===== src/rtl/mux16_arb_pkg.sv =====
// Shared constants, state type and round-robin pick helper for the
// 16-source arbiter/sequencer.
package mux16_arb_pkg;

    localparam int NUM_SRC = 16;
    localparam int SEL_W   = 4;

    typedef enum logic {
        IDLE = 1'b0,
        HOLD = 1'b1
    } arb_state_t;

    typedef struct packed {
        logic             found;
        logic [SEL_W-1:0] index;
    } rr_pick_t;

    // Scan mask starting at ptr, wrapping mod 16; first set bit wins.
    function automatic rr_pick_t rr_pick(input logic [NUM_SRC-1:0] mask,
                                         input logic [SEL_W-1:0]   ptr);
        rr_pick_t         res;
        logic [SEL_W-1:0] idx;
        res.found = 1'b0;
        res.index = {SEL_W{1'b0}};
        for (int k = 0; k < NUM_SRC; k++) begin
            idx = ptr + SEL_W'(k);
            if (!res.found && mask[idx]) begin
                res.found = 1'b1;
                res.index = idx;
            end else begin
                res.found = res.found;
            end
        end
        return res;
    endfunction

endpackage


===== src/rtl/mux16_rr_arbiter_mux.sv =====
// 16:1 word selector shared by all requesters; purely combinational.
module Mux_16 #(
    parameter int N = 4
) (
    input  logic [16*N-1:0] d_in,
    input  logic [3:0]      sel,
    output logic [N-1:0]    y
);

    // Pick the N-bit slice belonging to the selected source.
    always_comb begin
        y = d_in[sel*N +: N];
    end

endmodule


===== src/rtl/mux16_rr_arbiter.sv =====
// Round-robin arbiter that captures one requester's word per transaction
// and presents it downstream with a valid/ready handshake plus one-hot ack.
module mux16_rr_arbiter
    import mux16_arb_pkg::*;
#(
    parameter int N = 4
) (
    input  logic               clk,
    input  logic               rst_n,
    input  logic [NUM_SRC-1:0] req,
    input  logic [16*N-1:0]    d_in,
    input  logic               out_ready,
    output logic               out_valid,
    output logic [N-1:0]       out_data,
    output logic [SEL_W-1:0]   out_src,
    output logic [NUM_SRC-1:0] ack,
    output logic               busy
);

    arb_state_t          state_q, state_d;
    logic [SEL_W-1:0]    ptr_q, ptr_d;
    logic [SEL_W-1:0]    out_src_q, out_src_d;
    logic [N-1:0]        out_data_q, out_data_d;
    logic                accept_s;
    logic [NUM_SRC-1:0]  elig_s;
    logic [NUM_SRC-1:0]  src_onehot_s;
    rr_pick_t            pick_s;
    logic [N-1:0]        mux_word_s;

    assign accept_s = (state_q == HOLD) && out_ready;

    // One-hot of the currently held source, used for ack and self-masking.
    always_comb begin
        src_onehot_s            = {NUM_SRC{1'b0}};
        src_onehot_s[out_src_q] = 1'b1;
    end

    // Eligible mask: raw requests in IDLE; on accept, exclude the source
    // being acked since its req is still high for one more cycle.
    always_comb begin
        if (state_q == IDLE) begin
            elig_s = req;
        end else if (accept_s) begin
            elig_s = req & ~src_onehot_s;
        end else begin
            elig_s = {NUM_SRC{1'b0}};
        end
    end

    // Round-robin winner from the current pointer.
    always_comb begin
        pick_s = rr_pick(elig_s, ptr_q);
    end

    Mux_16 #(.N(N)) u_mux (
        .d_in (d_in),
        .sel  (pick_s.index),
        .y    (mux_word_s)
    );

    // Next-state, pointer and capture logic.
    always_comb begin
        state_d    = state_q;
        ptr_d      = ptr_q;
        out_src_d  = out_src_q;
        out_data_d = out_data_q;
        case (state_q)
            IDLE: begin
                if (pick_s.found) begin
                    state_d    = HOLD;
                    out_src_d  = pick_s.index;
                    out_data_d = mux_word_s;
                end else begin
                    state_d = IDLE;
                end
            end
            HOLD: begin
                if (out_ready) begin
                    ptr_d = out_src_q + 4'd1;
                    if (pick_s.found) begin
                        state_d    = HOLD;
                        out_src_d  = pick_s.index;
                        out_data_d = mux_word_s;
                    end else begin
                        state_d = IDLE;
                    end
                end else begin
                    state_d = HOLD;
                end
            end
            default: begin
                state_d = IDLE;
            end
        endcase
    end

    // State, pointer and output registers with asynchronous reset.
    always_ff @(posedge clk or negedge rst_n) begin
        if (!rst_n) begin
            state_q    <= IDLE;
            ptr_q      <= 4'd0;
            out_src_q  <= 4'd0;
            out_data_q <= {N{1'b0}};
        end else begin
            state_q    <= state_d;
            ptr_q      <= ptr_d;
            out_src_q  <= out_src_d;
            out_data_q <= out_data_d;
        end
    end

    // Ack is the only output combinational from an input (out_ready).
    always_comb begin
        if (accept_s) begin
            ack = src_onehot_s;
        end else begin
            ack = {NUM_SRC{1'b0}};
        end
    end

    assign out_valid = (state_q == HOLD);
    assign busy      = (state_q == HOLD);
    assign out_src   = out_src_q;
    assign out_data  = out_data_q;

endmodule

===== config.mk =====
export PLATFORM = sky130hd
export DESIGN_NAME = mux16_rr_arbiter
export DESIGN_NICKNAME = d
export VERILOG_FILES = /design/src/rtl/mux16_arb_pkg.sv /design/src/rtl/mux16_rr_arbiter_mux.sv /design/src/rtl/mux16_rr_arbiter.sv
export SDC_FILE = /design/constraint.sdc
export NUM_CORES = 1
export LEC_CHECK = 0
export CORE_MARGIN = 1.5
export CORE_UTILIZATION = 45
export CTS_CLUSTER_DIAMETER = 60
export DETAILED_ROUTE_END_ITERATION = 8
export HOLD_SLACK_MARGIN = 0.15
export PLACE_DENSITY = 0.74
export SLEW_MARGIN = 20
export SYNTH_ARGS = -nofsm -noshare
export SYNTH_HDL_FRONTEND = slang
export SYNTH_SLANG_ARGS = --single-unit

===== constraint.sdc =====
create_clock -name clk -period 6.9 [get_ports clk]
set_input_delay 1.38 -clock clk [delete_from_list [all_inputs] [get_ports clk]]
set_output_delay 1.38 -clock clk [all_outputs]
set_load 0.1 [all_outputs]

==> results.md, run 1 <==
- Status: completed
- Post-CTS setup buffer count: 0
- Die Y: roughly 100 microns
- CP max FO: 38
- Ys async rst share: 100%
- Arrival @ worst endpoint: 6.46 ns
- Layout area overhead: 26.1%
- Mapped Nets: 676
- N_diodes: 0
- Slew headroom: 29.0%
- Slew at the pin with the worst max-slew slack: 1.06 ns
- Top-level I/O count: 109
- Routed WL per cell: between 20 and 25 microns
- DR vias: 5512
- Hold path start: out_data[2]$_DFFE_PN0P_
- Category of the most critical setup path: in -> reg
- Area share of the largest cell type after synthesis: about 14%
- Routed wire length: 17.4 mm
- Initial Util: 46.4%
- Largest net degree at the start of global routing: 39
- GP Congestion: 1.01
- Reg2reg start: ptr_q[0]$_DFFE_PN0P_
- CTS clk-pin slew, worst paths: 0.06 ns
- Post-synth top area cell: mux4_2
- Count leader, synth: nand2_1
- Final setup violation count: 0
- Worst Setup SP: out_ready
- TritonCTS Buffers: 3
- Worst Skew: 0.00273 ns
- ANT nets after route: 0
- Post-CTS resize count: 0
- Crit start category: primary input
- Post-place instance area: 0.00567 sq mm
- Final Cycle Share: 92.3%
- Grt ovf: 0
- Core area: 0.00977 sq mm
- Yosys cell types: 71
- Worst path required time: 6.99 ns
- Initial drt markers: 720
- Share of cells above drive strength 1: 10.3%
- Reg2reg path depth: 17
- Mapped Cells: 582
- Clock Tree Root: clkbuf_8
- Post-DP HPWL: roughly 14 mm
- Tightest Hold Check Type: reg -> reg
- Max Buffers Root-to-Sink: 2
- Post-synth EDFFs: 0
- Die area: 0.0107 sq mm
- Setup TNS: 0 ns
- CTS Hold Bufs: 0
- Std cell rows: 36
- Reg-to-reg slack, setup: approximately 1.3 ns
- Multi-input gate area: 0.00392 sq mm
- Synth warn: 0
- CTS sink cnt: 13
- First-pass GRT wire length: 27.5 mm
- Antenna violations before repair: 0
- Avg Vias per Cell: 6.89
- Max_cap viols: 0
- Syn Area/Cell: ~8 sq um
- Critical R2R Capture: out_data[1]$_DFFE_PN0P_
- Ys flop type: dfrtp_1
- Die Wd: 103 microns
- Post-route minimum period: 6.37 ns
- Synthesized area: 0.00454 sq mm
- Vias in the first global route: 5161
- Buffers added on ports: 108
- Nets: 762
- Fmax: 157 MHz
- CTS tree: yes
- Commonest cells in the netlist: 73 x nand2_1, 59 x nor2_1, 36 x mux2i_1
- Post-route cell area: 0.00572 sq mm
- Register area: 325 sq um
- CTS H-tree lvls: 1
- Fill cell count: 871
- Worst Setup End Kind: flop
- Total track usage: 33.1%
- Synth area leaders: mux4_2 14%, mux2i_1 7.9%, dfrtp_1 7.2%, nand2_1 6.0%, nor2_1 4.9%
- DRC Markers: 0
- Sequential cell area fraction in the yosys report: 7.17%
- Clk_lat worst skew: 0.24 ns
- Final Slew Violations: 0
- Final Hold Viols: 0
- Drt pass-1 iters: 6
- Unrepaired setup endpoints after global routing: false
- Hold slack: between 0.5 and 0.6 ns
- Critical Path End: out_data[1]$_DFFE_PN0P_
- Yosys reg bits: 13
## state kept, by name, indices dropped and copies added, names as in the netlist
name	count
busy	1
out_src	4
ptr_q	4
out_data	4
## critical path, stage by stage
cell and delay, ns:
clkdlybuf4s50_1 0.48, nand2b_1 0.11, buf_4 0.33, o211ai_1 0.28
mux4_2 0.62, mux4_2 0.59, and2b_1 0.28, nand2_1 0.21
nor2_1 0.10, and3_1 0.24, a22oi_1 0.42, nand2_2 0.30
buf_4 0.29, a311o_1 0.33, a221o_1 0.34, o41ai_1 0.11
## placed cells by master, fill, tap and decap left out, types with 7 or more instances in the layout
master,count
nand3_1,22
ha_1,11
a211oi_1,8
buf_4,18
clkdlybuf4s50_1,108
o221ai_1,9
mux2i_1,36
mux2_2,7
a22oi_1,9
nor2_1,59
o22ai_1,15
mux4_2,29
nor4_1,9
nand4_1,7
o211a_1,17
and3_1,13
a21oi_1,18
nand2_1,73
nand2b_1,8
o211ai_1,19
o21ai_0,17
a221oi_1,7
xnor2_1,7
inv_1,11
xor2_1,9
nor2b_1,7
dfrtp_1,13
## per-stage QoR
stage	setup WS, ns	std cells	util [%]
2_1_floorplan	1.56	582	-
3_3_place_gp	0.448	796	58.0
3_5_place_dp	0.424	796	58.0
4_1_cts	0.640	800	58.5
5_1_grt	0.192	800	58.5
6_report	0.532	800	58.5
## final cells by class
cell class / instances / area share, %
clock buffers: 3 / 0.722
multi-input cells: 513 / 68.6
inverters: 11 / 0.722
well taps: 133 / 2.91
repair buffers: 126 / 21.3
flip-flops and latches: 13 / 5.69
clock inverters: 1 / 0.0875
## kinds of logic (layout without fill, tap and decap cells)
logic type / after synthesis / count (layout) / share of synthesized area (%)
buffers and inverters: 56 / 141 / 6.34
and+or+nand+nor: 238 / 238 / 26.6
xor gates and xnor gates: 16 / 16 / 3.09
AOI/OAI and AO/OA: 176 / 176 / 29.7
adders and majority gates: 11 / 11 / 3.03
muxes: 72 / 72 / 24.1
DFF: 13 / 13 / 7.17
## metal layers
layer,vias to the layer above,global-route usage [%],part of all wire [%]
li1,2483,-,-
met1,2600,48.3,42
met2,375,49.2,44
met3,54,7.19,11
met4,0,9.04,2.8
met5,-,0,0
## how the worst min path moves through the flow
stage	cells after the start	slack, ns	endpoint
2_1_floorplan	2	1.0	out_data[2]$_DFFE_PN0P_
3_3_place_gp	2	0.52	out_data[2]$_DFFE_PN0P_
3_5_place_dp	2	0.53	out_data[2]$_DFFE_PN0P_
4_1_cts	2	0.55	out_data[2]$_DFFE_PN0P_
5_1_grt	2	0.57	out_data[2]$_DFFE_PN0P_
6_report	2	0.55	out_data[2]$_DFFE_PN0P_
Power of run 1 is not shown: default switching activity piles up to over one toggle a cycle in this logic, so the estimate is an artifact.
==> run 2, diff against run 1 <==
--- a/config.mk
+++ b/config.mk
@@ -12,5 +12,5 @@
 export HOLD_SLACK_MARGIN = 0.15
 export PLACE_DENSITY = 0.74
-export SLEW_MARGIN = 20
+export SLEW_MARGIN = 25
 export SYNTH_ARGS = -nofsm -noshare
 export SYNTH_HDL_FRONTEND = slang
==> constraint.sdc (replaced) <==
create_clock -name clk -period 6.9 [get_ports clk]
set_input_delay 0.69 -clock clk [delete_from_list [all_inputs] [get_ports clk]]
set_output_delay 0.69 -clock clk [all_outputs]
set_load 0.1 [all_outputs]
==> results.md, run 2 (same netlist as run 1, synthesis figures left out) <==
- Grt ovf: 0 (unchanged)
- Hold endpoint: out_data[2]$_DFFE_PN0P_
- DRC Markers: 0 (unchanged)
- Post-place instance area: 0.00563 sq mm (-0.79%)
- Worst Setup End Kind: flop
- Tightest Hold Check Type: reg -> reg
- Die area: 0.0107 sq mm (unchanged)
- Buffers added on ports: 108 (unchanged)
- CTS tree: yes
- Final Cycle Share: 89.2% (-3.1 points)
- Post-route cell area: 0.00567 sq mm (-0.79%)
- Clk_lat worst skew: 0.24 ns (about the same)
- TritonCTS Buffers: 3 (unchanged)
- Status: completed
- Die Y: 103 microns (unchanged)
- First-pass GRT wire length: 26.0 mm (-5.4%)
- Drt pass-1 iters: 6 (unchanged)
- Hold Path Depth: 2 (unchanged)
- Setup WS pre-CTS: 0.677 ns (+0.254 ns)
- Post-DP HPWL: 13.2 mm (-5.4%)
- DR vias: 5485 (-0.49%)
- Slew at the pin with the worst max-slew slack: 1.01 ns (-0.0491 ns)
- Initial Util: 46.4% (unchanged)
- Setup TNS: 0 ns (unchanged)
- Fill cell count: 898 (+3.1%)
- Most common cell after layout, fill and taps aside: clkdlybuf4s50_1
- Reg-to-reg slack, setup: 1.13 ns (-0.16 ns)
- Antenna violations before repair: 0 (unchanged)
- Met1 usage: 43.6% (-4.7 points)
- CP max FO: 25 (-34%)
- Std cell rows: 36 (unchanged)
- Top-level I/O count: 109 (unchanged)
- Reg2reg start: ptr_q[0]$_DFFE_PN0P_
- Layout area overhead: 25.1%
- Final Hold Viols: 0 (unchanged)
- Final core utilization: 58.1% (-0.46 points)
- Die Wd: 103 microns (unchanged)
- Reg2reg path depth: 15 (-2)
- Worst path required time: 7.03 ns (+0.04 ns)
- CTS Hold Bufs: 0 (unchanged)
- Max Buffers Root-to-Sink: 2 (unchanged)
- Multi-input gate area: 0.00392 sq mm (unchanged)
- Crit start category: primary input
- Critical R2R Capture: out_data[0]$_DFFE_PN0P_
- Final Slew Violations: 0 (unchanged)
- Category of the most critical setup path: in -> reg
- Clock Tree Root: clkbuf_8
- Avg Vias per Cell: 6.91 (+0.26%)
- Arrival @ worst endpoint: 6.28 ns (-0.18 ns)
- Slew headroom: 32.8% (+3.8 points)
- N_diodes: 0 (unchanged)
- Final worst slack: 0.745 ns (+0.213 ns)
- Routed wire length: 16.8 mm (-3.7%)
- GP Congestion: 0.995 (-1.4%)
- CTS H-tree lvls: 1 (unchanged)
- Post-route minimum period: 6.16 ns (-0.213 ns)
- Largest net degree at the start of global routing: 34 (-13%)
- Total track usage: 31.0% (-2.1 points)
- Most frequent cells in the layout: 108 x clkdlybuf4s50_1, 73 x nand2_1, 59 x nor2_1, 36 x mux2i_1, 29 x mux4_2
- Fmax: 162 MHz (+3.5%)
- CTS sink cnt: 13 (unchanged)
- Worst Skew: 0.00429 ns (+0.00156 ns)
- Unrepaired setup endpoints after global routing: false
- Hold path start: out_data[2]$_DFFE_PN0P_
- ANT nets after route: 0 (unchanged)
- Final setup violation count: 0 (unchanged)
- Post-CTS setup buffer count: 0 (unchanged)
- Share of cells above drive strength 1: 9.53% (-0.81 points)
- Routed WL per cell: 21.1 microns (-3.0%)
- Vias in the first global route: 4983 (-3.4%)
- Initial drt markers: 633 (-12%)
- Core area: 0.00977 sq mm (unchanged)
- GR met2 Demand/Resource: 47.1% (-2.1 points)
- CTS clk-pin slew, worst paths: 0.06 ns (about the same)
- Max_cap viols: 0 (unchanged)
- Register area: 325 sq um (unchanged)
- Met3 global-route usage: 5.85% (-1.3 points)
- Nets: 756 (-0.79%)
- GRT Max-Usage Layer: met2
- Post-CTS resize count: 0 (unchanged)
## run 2: area by class of cell
class	count	share of cell area, %
Clock inverter	1	0.0882
Inverter	11	0.728
Timing Repair Buffer	120	20.6
Multi-Input combinational cell	513	69.2
Clock buffer	3	0.728
Sequential cell	13	5.73
Tap cell	133	2.93
## run 2: worst max path at each step
stage | start | endpoint | slack [ns] | cells after the start
after floorplan | ptr_q[0]$_DFFE_PN0P_ | out_data[2]$_DFFE_PN0P_ | 1.56 | 22
after global placement | out_ready | out_data[0]$_DFFE_PN0P_ | 0.97 | 15
after detailed placement | out_ready | out_data[1]$_DFFE_PN0P_ | 0.68 | 15
after CTS | out_ready | out_data[0]$_DFFE_PN0P_ | 0.94 | 15
after global routing | out_ready | out_data[0]$_DFFE_PN0P_ | 0.38 | 15
final | out_ready | out_data[0]$_DFFE_PN0P_ | 0.74 | 15
## run 2: critical path, cell delays in order
cell	delay, ns
clkdlybuf4s50_1	0.47
nand2b_1	0.51
buf_4	0.34
o211ai_1	0.23
mux4_2	0.55
mux4_2	0.56
and2b_1	0.26
a31oi_1	0.15
nor4_1	0.08
a2111oi_0	0.69
a22o_1	0.91
nor2_1	0.20
a221oi_1	0.31
a221o_1	0.24
o41ai_1	0.08
## run 2: metal layers
| layer | vias up | wire length (microns) |
|---|---|---|
| met2 | 358 | 7550 |
| met3 | 63 | 1570 |
| li1 | 2472 | - |
| met1 | 2592 | 6980 |
| met4 | 0 | 678 |
| met5 | - | 0 |
## run 2: per-stage QoR
step / hold WS [ns] / instances
floorplan: 0.394 / 582
CTS: 0.527 / 794
global route: 0.551 / 794
detailed placement: 0.503 / 790
finish: 0.527 / 794
global placement: 0.508 / 790
Power of run 2 is left out for the same reason.
==> run 3, diff against run 2 <==
--- a/config.mk
+++ b/config.mk
@@ -10,7 +10,6 @@
 export CTS_CLUSTER_DIAMETER = 60
 export DETAILED_ROUTE_END_ITERATION = 8
+export DONT_BUFFER_PORTS = 1
 export HOLD_SLACK_MARGIN = 0.15
-export PLACE_DENSITY = 0.74
-export SLEW_MARGIN = 25
 export SYNTH_ARGS = -nofsm -noshare
 export SYNTH_HDL_FRONTEND = slang
==> constraint.sdc (replaced) <==
create_clock -name clk -period 6.9 [get_ports clk]
set_input_delay 1.035 -clock clk [delete_from_list [all_inputs] [get_ports clk]]
set_output_delay 1.035 -clock clk [all_outputs]
set_load 0.1 [all_outputs]
==> results.md, run 3 (same netlist as run 1, synthesis figures left out) <==
- Routed WL per cell: 22.4 microns (+5.8%)
- Grt ovf: 0 (unchanged)
- Crit path buf inv count: 0 (-2)
- Nets: 656 (-13%)
- Most frequent cells in the layout: 73 x nand2_1, 43 x nor2_1, 36 x mux2i_1, 29 x mux4_2, 22 x nand3_1
- Initial drt markers: 435 (-31%)
- Worst-path cell chain: nand2b_1 > o211ai_1 > mux4_2 > mux4_2 > and2b_1 > a31oi_1 > nor4_1 > a2111oi_0 > a22o_1 > nor2_1 > a221oi_1 > a221o_1 > o41ai_1
- Final Cycle Share: 93.1% (+3.9 points)
- Most common cell after layout, fill and taps aside: nand2_1
- Final Hold Viols: 0 (unchanged)
- Multi-input gate area: 0.00396 sq mm (+1.0%)
- DRC Markers: 0 (unchanged)
- Worst Skew: 0.00317 ns (-0.00112 ns)
- Status: completed
- Final Slew Violations: 0 (unchanged)
- Slew at the pin with the worst max-slew slack: 1.07 ns (+0.0603 ns)
- Top delay family on crit path: compound AO/OA/AOI/OAI gates
- CP max FO: 34 (+36%)
- Crit start category: primary input
- CTS tree: yes
- CTS clk-pin slew, worst paths: 0.06 ns (about the same)
- Core area: 0.00977 sq mm (unchanged)
- Top-level I/O count: 109 (unchanged)
- Max_cap viols: 0 (unchanged)
- GP Congestion: 0.943 (-5.2%)
- Fill cell count: 956 (+6.5%)
- Post-route minimum period: 6.42 ns (+0.269 ns)
- Slew headroom: 28.7% (-4.1 points)
- Die Wd: 103 microns (unchanged)
- Unrepaired setup endpoints after global routing: false
- Final setup violation count: 0 (unchanged)
- Buffers added on ports: 0 (-100%)
- DR vias: 4998 (-8.9%)
- CTS sink cnt: 13 (unchanged)
- Clk_lat worst skew: 0.24 ns (about the same)
- Worst Setup End Kind: flop
- Drt pass-1 iters: 7 (+1)
- Std cell rows: 36 (unchanged)
- TritonCTS Buffers: 3 (unchanged)
- Routed wire length: 15.5 mm (-7.5%)
- Antenna violations before repair: 0 (unchanged)
- Share of cells above drive strength 1: 15.7% (+6.2 points)
- Max Buffers Root-to-Sink: 2 (unchanged)
- Die Y: 103 microns (unchanged)
- Post-CTS resize count: 0 (unchanged)
- Register area: 327 sq um (+0.38%)
- Post-DP HPWL: 12.1 mm (-8.2%)
- Final core utilization: 48.0% (-10 points)
- Vias in the first global route: 4659 (-6.5%)
- ANT nets after route: 0 (unchanged)
- CTS Hold Bufs: 0 (unchanged)
- CTS H-tree lvls: 1 (unchanged)
- Clock Tree Root: clkbuf_8
- Total track usage: 29.0% (-2.0 points)
- Arrival @ worst endpoint: 6.55 ns (+0.27 ns)
- Category of the most critical setup path: in -> reg
- Largest net degree at the start of global routing: 35 (+2.9%)
- N_diodes: 0 (unchanged)
- Post-CTS setup buffer count: 0 (unchanged)
- Fmax: 156 MHz (-4.2%)
- Worst Setup SP: out_ready
- Worst path max stage delay: 0.90 ns (about the same)
- Avg Vias per Cell: 7.20 (+4.3%)
- Slowest-stage cell, CP: a22o_1
- Worst path required time: 7.03 ns (about the same)
- Initial Util: 46.4% (unchanged)
- Tightest Hold Check Type: in -> async
- Setup TNS: 0 ns (unchanged)
- Layout area overhead: 3.47%
- First-pass GRT wire length: 24.3 mm (-6.5%)
- CP dominant cell by count: mux4_2
- Reg2reg start: busy$_DFF_PN0_
- Die area: 0.0107 sq mm (unchanged)
[run 3: cell types whose count changed in the layout (fill, tap and decap cells not counted)]
cell	before	now
dfrtp_1	13	12
dfrtp_2	0	1
buf_4	12	20
clkdlybuf4s50_1	108	0
nor2_1	59	43
nor2_2	0	16
[run 3: path summary, 6_finish.rpt]
check / to / slack, ns / cells past startpoint
min: out_data[3]$_DFFE_PN0P_ / 0.48 / 0
max: out_data[3]$_DFFE_PN0P_ / 0.48 / 13
min in group clk: out_src[1]$_DFFE_PN0P_ / 0.78 / 3
min reg2reg: out_src[1]$_DFFE_PN0P_ / 0.78 / 3
max in group asynchronous: busy$_DFF_PN0_ / 6.34 / 0
max reg2reg: out_data[3]$_DFFE_PN0P_ / 0.90 / 13
[run 3: metrics by stage]
| stage | cell area, sq um | hold WS [ns] | setup WS, ns | cells |
|---|---|---|---|---|
| 2_1_floorplan | 4540 | 0.739 | 1.56 | 582 |
| 3_3_place_gp | 4650 | 0.740 | 0.529 | 690 |
| 3_5_place_dp | 4650 | 0.740 | 0.402 | 690 |
| 4_1_cts | 4690 | 0.477 | 0.637 | 694 |
| 5_1_grt | 4690 | 0.472 | 0.0919 | 694 |
| 6_report | 4690 | 0.480 | 0.476 | 694 |
[run 3: layout make-up]
type,instances,share of cell area [%]
flip-flops and latches,13,6.96
inverters,11,0.880
repair buffers,20,3.20
well taps,133,3.54
clock inverters,1,0.107
multi-input cells,513,84.4
clock buffers,3,0.880
[run 3: routing by layer]
metal,GRT usage (%),vias to the layer above,routed length [microns]
met1,41.4,2408,6490
met5,0,-,0
met3,3.76,31,1350
met4,7.69,0,304
li1,-,2267,-
met2,46.5,292,7380
[run 3: worst reg2reg max path, delay by kind of cell, from the launching register on]
family,cells,cell delay [ns]
AO/OA/AOI/OAI,7,2.93
flip-flops,1,0.41
AND/OR/NAND/NOR,4,1.29
multiplexers,2,1.22
Power of run 3 is left out for the same reason.
